[src/rtl/grid_pkg.sv]
// grid_pkg: shared constants for the grid cursor painter slice.
//   GRID_COLS/GRID_ROWS : cell counts of the 6x4 template
//   rgb_t               : 12-bit {R,G,B} pixel
//   *_COLOR             : palette used by the pixel stage
package grid_pkg;
    localparam int GRID_COLS = 6;
    localparam int GRID_ROWS = 4;

    typedef logic [11:0] rgb_t;

    localparam rgb_t BG_COLOR     = 12'h222;
    localparam rgb_t LINE_COLOR   = 12'hFFF;
    localparam rgb_t CELL_COLOR   = 12'h008;
    localparam rgb_t CURSOR_COLOR = 12'hFF0;
    localparam rgb_t SEL_COLOR    = 12'h0F0;
endpackage

[src/rtl/grid_cursor_painter_btn_pulse.sv]
// btn_pulse: 2-flop synchroniser followed by a rising-edge detector.
//   clk, rst_n : pixel clock, async active-low reset
//   level      : asynchronous debounced button level
//   pulse      : one-cycle pulse per rising edge of the synchronised level
// All flops reset to 0, so a button held across reset release reads as a
// fresh press.
module btn_pulse (
    input  logic clk,
    input  logic rst_n,
    input  logic level,
    output logic pulse
);
    logic sync1, sync2, prev;

    always_ff @(posedge clk or negedge rst_n) begin
        if (!rst_n) begin
            sync1 <= 1'b0;
            sync2 <= 1'b0;
            prev  <= 1'b0;
        end else begin
            sync1 <= level;
            sync2 <= sync1;
            prev  <= sync2;
        end
    end

    assign pulse = sync2 & ~prev;
endmodule

[src/rtl/grid_cursor_painter.sv]
// grid_cursor_painter: pixel-colour stage behind the 6x4 grid template.
//   clk, rst_n              : pixel clock, async active-low reset
//   hc, vc                  : raster counters
//   matrix_x/matrix_y/lines : cell coordinates and grid-line flag from template
//   btn_*                   : debounced button levels (async to clk)
//   rgb                     : registered pixel, 1 cycle after hc/vc/matrix/lines
//   cursor_x/y              : cursor cell
//   sel_x/y, sel_valid      : selected cell
// Optional macro CURSOR_BLINK_EN: adds the frame counter that blinks the
// cursor every BLINK_FRAMES frames; without it the cursor is always drawn.
module grid_cursor_painter
    import grid_pkg::*;
#(
    parameter int GRID_XI      = 212,
    parameter int GRID_XF      = 812,
    parameter int GRID_YI      = 184,
    parameter int GRID_YF      = 584,
    parameter int H_VISIBLE    = 1024,
    parameter int V_VISIBLE    = 768,
    parameter int BLINK_FRAMES = 30
) (
    input  logic        clk,
    input  logic        rst_n,
    input  logic [10:0] hc,
    input  logic [10:0] vc,
    input  logic [2:0]  matrix_x,
    input  logic [1:0]  matrix_y,
    input  logic        lines,
    input  logic        btn_up,
    input  logic        btn_down,
    input  logic        btn_left,
    input  logic        btn_right,
    input  logic        btn_sel,
    output logic [11:0] rgb,
    output logic [2:0]  cursor_x,
    output logic [1:0]  cursor_y,
    output logic [2:0]  sel_x,
    output logic [1:0]  sel_y,
    output logic        sel_valid
);
    localparam logic [2:0] X_MAX = 3'(GRID_COLS - 1);
    localparam logic [1:0] Y_MAX = 2'(GRID_ROWS - 1);

    if (BLINK_FRAMES < 1 || BLINK_FRAMES > 63) begin : g_bad_blink
        $error("BLINK_FRAMES must be in 1..63");
    end

    // bit order: {sel, right, left, down, up}
    logic [4:0] btn_lvl, btn_pls;
    assign btn_lvl = {btn_sel, btn_right, btn_left, btn_down, btn_up};

    btn_pulse u_btn [4:0] (
        .clk   (clk),
        .rst_n (rst_n),
        .level (btn_lvl),
        .pulse (btn_pls)
    );

    // One move per cycle (up > down > left > right); select is judged
    // against the cursor as it was before any move in the same cycle.
    always_ff @(posedge clk or negedge rst_n) begin
        if (!rst_n) begin
            cursor_x  <= '0;
            cursor_y  <= '0;
            sel_x     <= '0;
            sel_y     <= '0;
            sel_valid <= 1'b0;
        end else begin
            if (btn_pls[0])
                cursor_y <= (cursor_y == 2'd0) ? Y_MAX : cursor_y - 2'd1;
            else if (btn_pls[1])
                cursor_y <= (cursor_y == Y_MAX) ? 2'd0 : cursor_y + 2'd1;
            else if (btn_pls[2])
                cursor_x <= (cursor_x == 3'd0) ? X_MAX : cursor_x - 3'd1;
            else if (btn_pls[3])
                cursor_x <= (cursor_x == X_MAX) ? 3'd0 : cursor_x + 3'd1;

            if (btn_pls[4]) begin
                if (sel_valid && sel_x == cursor_x && sel_y == cursor_y) begin
                    sel_valid <= 1'b0;
                end else begin
                    sel_x     <= cursor_x;
                    sel_y     <= cursor_y;
                    sel_valid <= 1'b1;
                end
            end
        end
    end

`ifdef CURSOR_BLINK_EN
    logic       frame_tick;
    logic [5:0] frame_cnt;
    logic       blink_on;

    assign frame_tick = (hc == 11'd0) && (vc == 11'd0);

    always_ff @(posedge clk or negedge rst_n) begin
        if (!rst_n) begin
            frame_cnt <= '0;
            blink_on  <= 1'b1;
        end else if (frame_tick) begin
            if (frame_cnt == 6'(BLINK_FRAMES - 1)) begin
                frame_cnt <= '0;
                blink_on  <= ~blink_on;
            end else begin
                frame_cnt <= frame_cnt + 6'd1;
            end
        end
    end
`else
    logic blink_on;
    assign blink_on = 1'b1;
`endif

    logic visible, interior, on_cursor, on_sel;
    rgb_t pix_nxt;

    assign visible   = (hc < 11'(H_VISIBLE)) && (vc < 11'(V_VISIBLE));
    assign interior  = (hc > 11'(GRID_XI)) && (hc <= 11'(GRID_XF)) &&
                       (vc > 11'(GRID_YI)) && (vc <= 11'(GRID_YF));
    assign on_cursor = (matrix_x == cursor_x) && (matrix_y == cursor_y);
    assign on_sel    = sel_valid && (matrix_x == sel_x) && (matrix_y == sel_y);

    always_comb begin
        pix_nxt = CELL_COLOR;
        if (!visible)                  pix_nxt = 12'h000;
        else if (!interior)            pix_nxt = BG_COLOR;
        else if (lines)                pix_nxt = LINE_COLOR;
        else if (on_cursor && blink_on) pix_nxt = CURSOR_COLOR;
        else if (on_sel)               pix_nxt = SEL_COLOR;
    end

    always_ff @(posedge clk or negedge rst_n) begin
        if (!rst_n) rgb <= '0;
        else        rgb <= pix_nxt;
    end
endmodule

[config.mk]
export PLATFORM = sky130hd
export DESIGN_NAME = grid_cursor_painter
export DESIGN_NICKNAME = d
export VERILOG_FILES = /design/src/rtl/grid_pkg.sv /design/src/rtl/grid_cursor_painter_btn_pulse.sv /design/src/rtl/grid_cursor_painter.sv
export SDC_FILE = /design/constraint.sdc
export NUM_CORES = 1
export LEC_CHECK = 0
export ABC_AREA = 0
export BUFFER_PORTS_ARGS = -buffer_cell sky130_fd_sc_hd__buf_4
export CELL_PAD_IN_SITES_DETAIL_PLACEMENT = 0
export CELL_PAD_IN_SITES_GLOBAL_PLACEMENT = 2
export CORE_ASPECT_RATIO = 1.2
export CORE_MARGIN = 2
export CORE_UTILIZATION = 27
export DETAILED_ROUTE_END_ITERATION = 7
export HOLD_SLACK_MARGIN = 0.1
export PLACE_DENSITY = 0.81
export SETUP_SLACK_MARGIN = 0.02
export SLEW_MARGIN = 20
export SYNTH_ARGS = -nofsm -noshare
export SYNTH_HDL_FRONTEND = slang
export SYNTH_SLANG_ARGS = --single-unit
[constraint.sdc]
create_clock -name clk -period 1.6 [get_ports clk]
set_clock_uncertainty 0.1 [all_clocks]
set_input_delay 0.32 -clock clk [delete_from_list [all_inputs] [get_ports clk]]
set_output_delay 0.32 -clock clk [all_outputs]
set_load 0.01 [all_outputs]
==> results of run 1 <==
final timing paths:
| kind | to | slack (ns) | cells past startpoint | from |
|---|---|---|---|---|
| setup / recovery | cursor_x[1]$_DFFE_PN0P_ | 0.03 | 5 | u_btn[2].sync2$_DFF_PN0_ |
| hold / removal | rgb[1]$_DFF_PN0_ | 0.17 | 2 | lines |
| setup reg to reg | cursor_x[1]$_DFFE_PN0P_ | 0.03 | 5 | u_btn[2].sync2$_DFF_PN0_ |
| hold reg to reg | u_btn[4].sync2$_DFF_PN0_ | 0.25 | 0 | u_btn[4].sync1$_DFF_PN0_ |
| max in group asynchronous | cursor_x[2]$_DFFE_PN0P_ | 0.67 | 2 | rst_n |
| min in group asynchronous | u_btn[0].sync2$_DFF_PN0_ | 0.42 | 2 | rst_n |
per-stage QoR:
step | cells | hold WS, ns | instance area, um2
2_1_floorplan | 140 | -0.0756 | 1620
3_3_place_gp | 291 | 0.188 | 2260
3_5_place_dp | 291 | 0.199 | 2260
4_1_cts | 306 | 0.156 | 2430
5_1_grt | 307 | 0.166 | 2440
6_report | 307 | 0.168 | 2440
registers in the layout, summed over array words and instances, names as in the netlist:
name,cells
rgb,7
u_btn.prev,5
u_btn.sync1,5
u_btn.sync2,5
cursor_x,3
sel_x,3
cursor_y,2
sel_y,2
sel_valid,1
cells in the final DEF, fill, tap and decap left out, types with 4 or more instances in the layout:
cell type / netlist / layout
mux2_1: 5 / 5
nor2_1: 8 / 8
nand2_1: 6 / 6
dlygate4sd3_1: 0 / 6
buf_4: 5 / 81
inv_1: 4 / 4
xnor2_1: 11 / 11
o21a_1: 4 / 4
xor2_1: 4 / 4
o21ai_1: 4 / 5
dfrtp_1: 33 / 33
clkbuf_8: 0 / 7
power by group through the flow:
| stage | Combinational [mW] | Sequential, mW | Clock [mW] |
|---|---|---|---|
| after global routing | 1.34 | 1.16 | 0.750 |
| final | 1.19 | 1.13 | 0.682 |
| after CTS | 1.20 | 1.14 | 0.713 |
| after global placement | 1.17 | 1.15 | 0 |
| after floorplan | 0.529 | 1.22 | 0 |
| after detailed placement | 1.18 | 1.15 | 0 |
timing repair:
action,4_1_cts,5_1_grt
resized for setup,0,3
pin swaps,1,2
hold buffers,6,0
setup endpoints to repair,1,3
gates cloned,0,0
hold endpoints to repair,38,0
setup buffers,1,1
synthesized netlist by cell type (all sizes together), types with 2 or more instances:
cell,count,area share (%)
nand2b,3,1.2
nand4,3,1.6
o21bai,2,0.94
a22oi,3,1.7
nand2,6,1.4
ha,3,2.3
nor4,2,0.78
nor2b,4,1.7
a21o,2,0.94
nor2,8,1.9
mux2,5,3.5
and3,2,0.78
xnor2,11,6.0
nor4b,2,1.5
buf,7,3.0
xor2,4,2.2
nor3,3,0.94
o21ai,6,1.9
inv,4,0.94
a21oi,3,0.94
dfrtp,33,51
o21a,4,1.9
nand3,3,0.94
final cells by class:
| class | instances | area, um2 |
|---|---|---|
| well taps | 80 | 100 |
| multi-input cells | 95 | 733 |
| repair buffers | 87 | 668 |
| inverters | 4 | 15.0 |
| flip-flops and latches | 33 | 826 |
| clock inverters | 1 | 5.00 |
| fillers | 591 | 3260 |
| clock buffers | 7 | 96.3 |
kinds of logic (layout without fill, tap and decap cells):
family                     count (synthesis)  count (layout)
muxes                                      6               6
and+or+nand+nor                           40              40
xor gates and xnor gates                  15              15
adders and majority gates                  3               3
buffers and inverters                     12              99
DFF                                       33              33
AOI/OAI and AO/OA                         31              31
worst reg2reg max path: cells and delay by family (launching register included):
family,cells,cell delay [ns]
DFF,1,0.38
and+or+nand+nor,2,0.21
AOI/OAI and AO/OA,3,0.78
metal layers:
layer | global-route usage, % | up-vias | wire length, um
met5 | 0 | - | 0
met4 | 3.73 | 0 | 31
met3 | 3.64 | 4 | 139
met2 | 20.6 | 27 | 2030
met1 | 15.1 | 634 | 1570
li1 | - | 666 | -
==> impl_metrics.tcl, run 1 <==
set metrics [dict create \
    hold_class "primary input to register" \
    rsz0062_at_grt "yes" \
    n_antenna_cell 0 \
    core_area_mm2 0.00571 \
    die_x_um 74.4 \
    cts_made_buffers 5 \
    root_buffer "clkbuf_8" \
    avgSynthCellArea_um2 11.5 \
    cts_sinks 33 \
    wl_per_cell_um 12.3 \
    synth_async_sr_flop_share_pct 100 \
    postRouteAntennaNets 0 \
    pwr-share-seq_pct 37.7 \
    viasPerCell 4.34 \
    critical_path.slowest_cell "dfrtp_1" \
    critPathRequiredTime_ns 1.66 \
    synth_nets 178 \
    grt_pass1_vias 1309 \
    end_kind "register" \
    slowest_delay_ns 0.38 \
    dr.first_iter.drc_count 25 \
    grt_max_degree 34 \
    path_class "register to register" \
    h-tree-depth 2 \
    grt_pass1_wl_mm 6.05 \
    cp.arrival_ns 1.64 \
    die_h_um 88.5 \
    slew_viol_final 0 \
    drt_pass1_iterations 4 \
    synth_edf_count 0 \
    ys_types 46 \
    ys_ff_latch 33 \
    synth-adder-area-share_pct 2.34 \
    p_leak_nw 1.15 \
    p_comb_share_pct 39.6 \
    hpwl_mm 2.96 \
    p_sw_share_pct 32.4 \
    cp_top_family "compound AO/OA/AOI/OAI gates" \
    finalCriticalPeriod_ns 1.57 \
    yosys_warnings 0 \
    start_util_pct 28.1 \
    finalSetupViolCount 0 \
    ioPinCount 58 \
    finalWirelength_mm 3.77 \
    final_core_util_pct 42.8 \
    max_slew_margin_pct 69.9 \
    layout.nets 264 \
    intPower_mw 2.03 \
    io_buffers 57 \
    synth_xor_area_share_pct 8.18 \
    tightest_slew_ns 0.449 \
    max_cap_viol_count 0 \
    synthCells 140 \
    gp_congestion 0.740 \
    critPathLaunchType "register" \
    p_switching_uw 975 \
    drc_errors 0 \
    outcome "completed" \
    hold_viol 0 \
    synth_flop_cell "dfrtp_1" \
    syn2layout_area_growth_pct 52.2 \
    worst-path-buf-inv 0 \
    ir_worst_vdd_v 0.000531 \
    grt.total_usage_pct 12.3 \
    synth_seq_area_share_pct 51.4 \
    fmax_mhz 636 \
    cts_buffer_depth 2 \
    crit_chain "nor2b_4 > o211ai_1 > nor4_2 > a21o_1 > a221o_1" \
    syn-cell-area_mm2 0.00161 \
    synth_compound_area_share_pct 15.4 \
    routed-via-count 1331 \
    powerDensity_mw_per_mm2 1230 \
    cts.reportedPaths.clkPinSlew_ns 0.07 \
    dieArea_mm2 0.00658 \
    cts_tree "built" \
    drive_gt1_share_pct 42.7 \
    synth-simple-area-share_pct 14.4 \
    cp_max_fo 4 \
    muxShareOfSynthArea_pct 4.13 \
    clkPwrFrac_pct 22.7 \
    num_rows 30 \
    overflow 0 \
    synth_top_family_by_area "compound AO/OA/AOI/OAI gates" \
    place_ws_ns -0.213 \
    grt_antenna_before_repair 0 \
    p_total_mw 3.01 \
    finalCritPeriodShare_pct 98.3 \
    finalWorstSetupSlack_ns 0.0273 \
    clk_latency_ns 0.28 \
    setup_tns_ns 0 \
]
Power figures use the tool's default switching activity.
==> inputs of run 2 (changes only) <==
--- a/config.mk
+++ b/config.mk
@@ -5,7 +5,6 @@
 export SDC_FILE = /design/constraint.sdc
 export NUM_CORES = 1
 export LEC_CHECK = 0
-export ABC_AREA = 0
 export BUFFER_PORTS_ARGS = -buffer_cell sky130_fd_sc_hd__buf_4
 export CELL_PAD_IN_SITES_DETAIL_PLACEMENT = 0
 export CELL_PAD_IN_SITES_GLOBAL_PLACEMENT = 2
@@ -15,6 +14,7 @@
 export DETAILED_ROUTE_END_ITERATION = 7
 export HOLD_SLACK_MARGIN = 0.1
 export PLACE_DENSITY = 0.81
+export RECOVER_POWER = 25
 export SETUP_SLACK_MARGIN = 0.02
 export SLEW_MARGIN = 20
 export SYNTH_ARGS = -nofsm -noshare
==> impl_metrics.tcl, run 2 (synthesized netlist as in run 1, its figures left out) <==
set metrics [dict create \
    grt_pass1_vias 1309 \
    viasPerCell 4.34 \
    hold_viol 0 \
    powerDensity_mw_per_mm2 1230 \
    cts_tree "built" \
    finalCritPeriodShare_pct 98.1 \
    outcome "completed" \
    wl_met3_um 139 \
    ioPinCount 58 \
    grt_max_degree 34 \
    ir_worst_vdd_v 0.000531 \
    routedLengthMet1_mm 1.56 \
    start_util_pct 28.1 \
    dr.first_iter.drc_count 39 \
    tightest_slew_ns 0.821 \
    clk_latency_ns 0.28 \
    cts_sinks 33 \
    n_antenna_cell 0 \
    die_h_um 88.5 \
    cts_buffer_depth 2 \
    overflow 0 \
    dr_wl_met2_mm 2.03 \
    h-tree-depth 2 \
    hpwl_mm 2.96 \
    cts_made_buffers 5 \
    core_area_mm2 0.00571 \
    syn2layout_area_growth_pct 52.1 \
    rsz0062_at_grt "yes" \
    gp_congestion 0.740 \
    cts.reportedPaths.clkPinSlew_ns 0.07 \
    p_leak_nw 1.14 \
    drt_pass1_iterations 4 \
    grt.total_usage_pct 12.3 \
    fin_area_mm2 0.00244 \
    finalWorstSetupSlack_ns 0.0303 \
    drive_gt1_share_pct 42.7 \
    critPathLaunchType "register" \
    final_core_util_pct 42.8 \
    finalSetupViolCount 0 \
    top_layer_used "met4" \
    finalCriticalPeriod_ns 1.57 \
    num_rows 30 \
    dieArea_mm2 0.00658 \
    critPathRequiredTime_ns 1.66 \
    root_buffer "clkbuf_8" \
    max_cap_viol_count 0 \
    hold_class "primary input to register" \
    largest_register_ffs 7 \
    grt_antenna_before_repair 0 \
    final_common_cell "buf_4" \
    wl_per_cell_um 12.2 \
    place_area_mm2 0.00226 \
    grt_pass1_wl_mm 6.05 \
    slew_viol_final 0 \
    die_x_um 74.4 \
    path_class "register to register" \
    fillers 592 \
    postRouteAntennaNets 0 \
    end_kind "register" \
    finalWirelength_mm 3.76 \
    top_register "rgb" \
    setup_tns_ns 0 \
    layout.nets 264 \
    routed-via-count 1333 \
    cp.arrival_ns 1.63 \
    mostFrequentLayoutCells "buf_4 (74), dfrtp_1 (33), xnor2_1 (11)" \
    max_slew_margin_pct 45.3 \
    fmax_mhz 637 \
    drc_errors 0 \
    cp_max_fo 4 \
    io_buffers 57 \
    place_ws_ns -0.213 \
]
[run 2: worst max-delay path, cell delays in order (launching register included)]
cell and delay (ns):
dfrtp_1 0.38, nor2b_4 0.13, o211ai_1 0.34, nor4_2 0.07, a21o_1 0.16, a221o_1 0.28
[run 2: through the flow]
step                hold slack [ns]  total power [mW]  cells
detailed placement            0.199              2.33    291
global placement              0.188              2.33    291
CTS                           0.156              3.05    306
global route                  0.166              3.25    307
finish                        0.168              3.01    307
floorplan                   -0.0756              1.74    140
[run 2: final timing paths]
kind,startpoint,endpoint,slack (ns),cells after the start
max reg2reg,u_btn[2].sync2$_DFF_PN0_,cursor_x[1]$_DFFE_PN0P_,0.03,5
min in group asynchronous,rst_n,u_btn[0].sync2$_DFF_PN0_,0.57,2
min,lines,rgb[1]$_DFF_PN0_,0.17,2
min reg2reg,u_btn[4].sync1$_DFF_PN0_,u_btn[4].sync2$_DFF_PN0_,0.25,0
max in group asynchronous,rst_n,cursor_x[2]$_DFFE_PN0P_,0.30,2
max,u_btn[2].sync2$_DFF_PN0_,cursor_x[1]$_DFFE_PN0P_,0.03,5
[run 2: metal layers]
layer	vias up	GRT usage (%)
li1	666	-
met1	636	15.1
met2	27	20.6
met3	4	3.64
met4	0	3.73
met5	-	0
[run 2: final cells by class]
type	count	area, um2	area share [%]
Tap cell	80	100	4.10
Clock inverter	1	5.00	0.205
Sequential cell	33	826	33.8
Timing Repair Buffer	87	666	27.3
Inverter	4	15.0	0.615
Multi-Input combinational cell	95	733	30.0
Clock buffer	7	96.3	3.95
[run 2: report_power, final]
part / switching (mW) / total, mW / leakage [nW] / internal (mW)
logic: 0.529 / 1.19 / 0.692 / 0.662
registers: 0.152 / 1.13 / 0.397 / 0.983
clock network: 0.293 / 0.682 / 0.0542 / 0.389
total: 0.974 / 3.01 / 1.14 / 2.03
[run 2: timing repair]
action / in CTS / in global routing
hold buffers: 6 / 0
hold endpoints to repair: 38 / 0
gates resized for setup: 0 / 3
pin swaps: 1 / 2
setup endpoints to repair: 1 / 3
buffers inserted: 1 / 1
==> inputs of run 3 (changes only) <==
--- a/config.mk
+++ b/config.mk
@@ -5,15 +5,16 @@
 export SDC_FILE = /design/constraint.sdc
 export NUM_CORES = 1
 export LEC_CHECK = 0
+export ABC_AREA = 1
 export BUFFER_PORTS_ARGS = -buffer_cell sky130_fd_sc_hd__buf_4
 export CELL_PAD_IN_SITES_DETAIL_PLACEMENT = 0
 export CELL_PAD_IN_SITES_GLOBAL_PLACEMENT = 2
 export CORE_ASPECT_RATIO = 1.2
 export CORE_MARGIN = 2
-export CORE_UTILIZATION = 27
+export CORE_UTILIZATION = 25
 export DETAILED_ROUTE_END_ITERATION = 7
 export HOLD_SLACK_MARGIN = 0.1
-export PLACE_DENSITY = 0.81
+export PLACE_DENSITY_LB_ADDON = 0.1
 export RECOVER_POWER = 25
 export SETUP_SLACK_MARGIN = 0.02
 export SLEW_MARGIN = 20
==> impl_metrics.tcl, run 3 <==
set metrics [dict create \
    outcome "completed" \
    n_antenna_cell 0 \
    finalWirelength_mm 4.10 \
    postCtsSetupRepairBufs 0 \
    num_rows 33 \
    setup_tns_ns 0 \
    h-tree-depth 2 \
    synth_xor_area_share_pct 3.02 \
    start_util_pct 25.7 \
    finalCritPeriodShare_pct 90.2 \
    wl_per_cell_um 10.8 \
    synth_flop_cell "dfrtp_1" \
    end_kind "register" \
    dr.first_iter.drc_count 22 \
    tightest_slew_ns 0.835 \
    hp-start "lines" \
    p_leak_nw 1.29 \
    synth_most_common_cell "nand2_1" \
    ioPinCount 58 \
    viasPerCell 4.20 \
    hold_viol 0 \
    drt_pass1_iterations 4 \
    synthCells 225 \
    place_inst 366 \
    cts_sinks 33 \
    yosys_warnings 0 \
    reg2reg_to "cursor_x[2]$_DFFE_PN0P_" \
    largest_register_ffs 7 \
    synth-simple-area-share_pct 27.7 \
    grt_max_degree 34 \
    path_class "register to register" \
    hpwl_mm 3.27 \
    synth_async_sr_flop_share_pct 100 \
    ys_top_cells_by_area "dfrtp_1 (47%), nand2_1 (13%), inv_1 (7.5%)" \
    finalCriticalPeriod_ns 1.44 \
    finalWorstSetupSlack_ns 0.157 \
    drc_errors 0 \
    die_x_um 80.2 \
    grt_pass1_vias 1490 \
    ys_ff_latch 33 \
    synth_top_family_by_area "simple AND/OR/NAND/NOR gates" \
    core_area_mm2 0.00677 \
    cts_tree "built" \
    grt_antenna_before_repair 0 \
    layout.nets 330 \
    synth_edf_count 0 \
    final_common_cell "nand2_1" \
    min_to "rgb[1]$_DFF_PN0_" \
    avgSynthCellArea_um2 7.74 \
    post_cts_resized 0 \
    synth_compound_area_share_pct 8.69 \
    cp_max_fo 4 \
    root_buffer "clkbuf_8" \
    slew_viol_final 0 \
    clk_latency_ns 0.28 \
    overflow 0 \
    muxShareOfSynthArea_pct 0 \
    grt.total_usage_pct 11.6 \
    syn2layout_area_growth_pct 37.7 \
    ir_worst_vdd_v 0.000475 \
    layout.cells.non_filler 379 \
    top_register "rgb" \
    syn-cell-area_mm2 0.00174 \
    yosysTopAreaCell "dfrtp_1" \
    synth_nets 263 \
    powerDensity_mw_per_mm2 1230 \
    place_ws_ns 0.102 \
    synth-adder-area-share_pct 2.16 \
    postRouteAntennaNets 0 \
    dieArea_mm2 0.00765 \
    synth_seq_area_share_pct 47.4 \
    fmax_mhz 693 \
    timing.rr.start "cursor_x[0]$_DFFE_PN0P_" \
    gp_congestion 0.778 \
    drive_gt1_share_pct 25.7 \
    ys_types 28 \
    critPathLaunchType "register" \
    critPathRequiredTime_ns 1.70 \
    finalSetupViolCount 0 \
    r2r_setup_slack_ns 0.16 \
    die_h_um 95.4 \
    yosys-top-cells-count "nand2_1 (62), inv_1 (35), dfrtp_1 (33)" \
    hold_depth 3 \
    cts_buffer_depth 2 \
    cts_made_buffers 5 \
    mostFrequentLayoutCells "nand2_1 (62), buf_4 (55), inv_1 (35)" \
    rsz0062_at_grt "no" \
    cp.arrival_ns 1.54 \
    hold_class "primary input to register" \
    io_buffers 57 \
    max_slew_margin_pct 44.3 \
    r2r_cells 6 \
    cts.reportedPaths.clkPinSlew_ns 0.06 \
    max_cap_viol_count 0 \
    cts_hold_repair.buffers 6 \
    netlist.area_leader.share_pct 47.4 \
    routed-via-count 1590 \
    grt_pass1_wl_mm 6.75 \
]
run 3: worst max-delay path, stage by stage, from the launching register on:
cell	delay, ns
dfrtp_1	0.42
buf_4	0.16
nor2_1	0.14
ha_1	0.25
o21ai_0	0.16
nand2_1	0.07
o21ai_0	0.07
run 3: metal layers:
metal | up-vias | share of wire, % | GRT usage, %
met1 | 705 | 42 | 13.3
met5 | - | 0 | 0
met3 | 6 | 5.3 | 2.56
met4 | 0 | 2.1 | 5.08
met2 | 46 | 50 | 20.6
li1 | 833 | - | -
run 3: where the power goes:
group	internal, mW	switching [mW]
logic	0.533	0.586
registers	0.984	0.206
clock network	0.341	0.290
run 3: worst max-delay path by stage:
stage	slack, ns	cells past startpoint	end	start
3_5_place_dp	0.10	11	rgb[1]$_DFF_PN0_	vc[10]
6_report	0.16	6	cursor_x[2]$_DFFE_PN0P_	cursor_x[0]$_DFFE_PN0P_
4_1_cts	0.15	6	sel_valid$_DFFE_PN0P_	cursor_x[2]$_DFFE_PN0P_
2_1_floorplan	0.24	8	sel_valid$_DFFE_PN0P_	cursor_x[0]$_DFFE_PN0P_
3_3_place_gp	0.11	11	rgb[5]$_DFF_PN0_	hc[8]
5_1_grt	0.02	6	cursor_x[2]$_DFFE_PN0P_	cursor_x[0]$_DFFE_PN0P_
run 3: logic make-up after synthesis:
| group | after synthesis |
|---|---|
| AO/OA/AOI/OAI | 27 |
| flip-flops | 33 |
| XOR/XNOR | 6 |
| AND/OR/NAND/NOR | 112 |
| adder cells (fa/ha/maj) | 3 |
| buffers and inverters | 44 |
run 3: final cells by class:
class | instances | area, um2
repair buffers | 67 | 515
clock buffers | 7 | 86.3
well taps | 87 | 109
multi-input cells | 148 | 723
flip-flops and latches | 33 | 826
inverters | 37 | 139
fillers | 763 | 4370
run 3: per-stage QoR:
| stage | hold WS [ns] | util, % | power (mW) | instance area, um2 |
|---|---|---|---|---|
| after floorplan | -0.0756 | - | 1.83 | 1740 |
| after global placement | 0.196 | 33.3 | 2.35 | 2250 |
| after detailed placement | 0.192 | 33.3 | 2.34 | 2250 |
| after CTS | 0.179 | 35.5 | 2.99 | 2400 |
| after global routing | 0.182 | 35.4 | 3.18 | 2400 |
| final | 0.183 | 35.4 | 2.94 | 2400 |
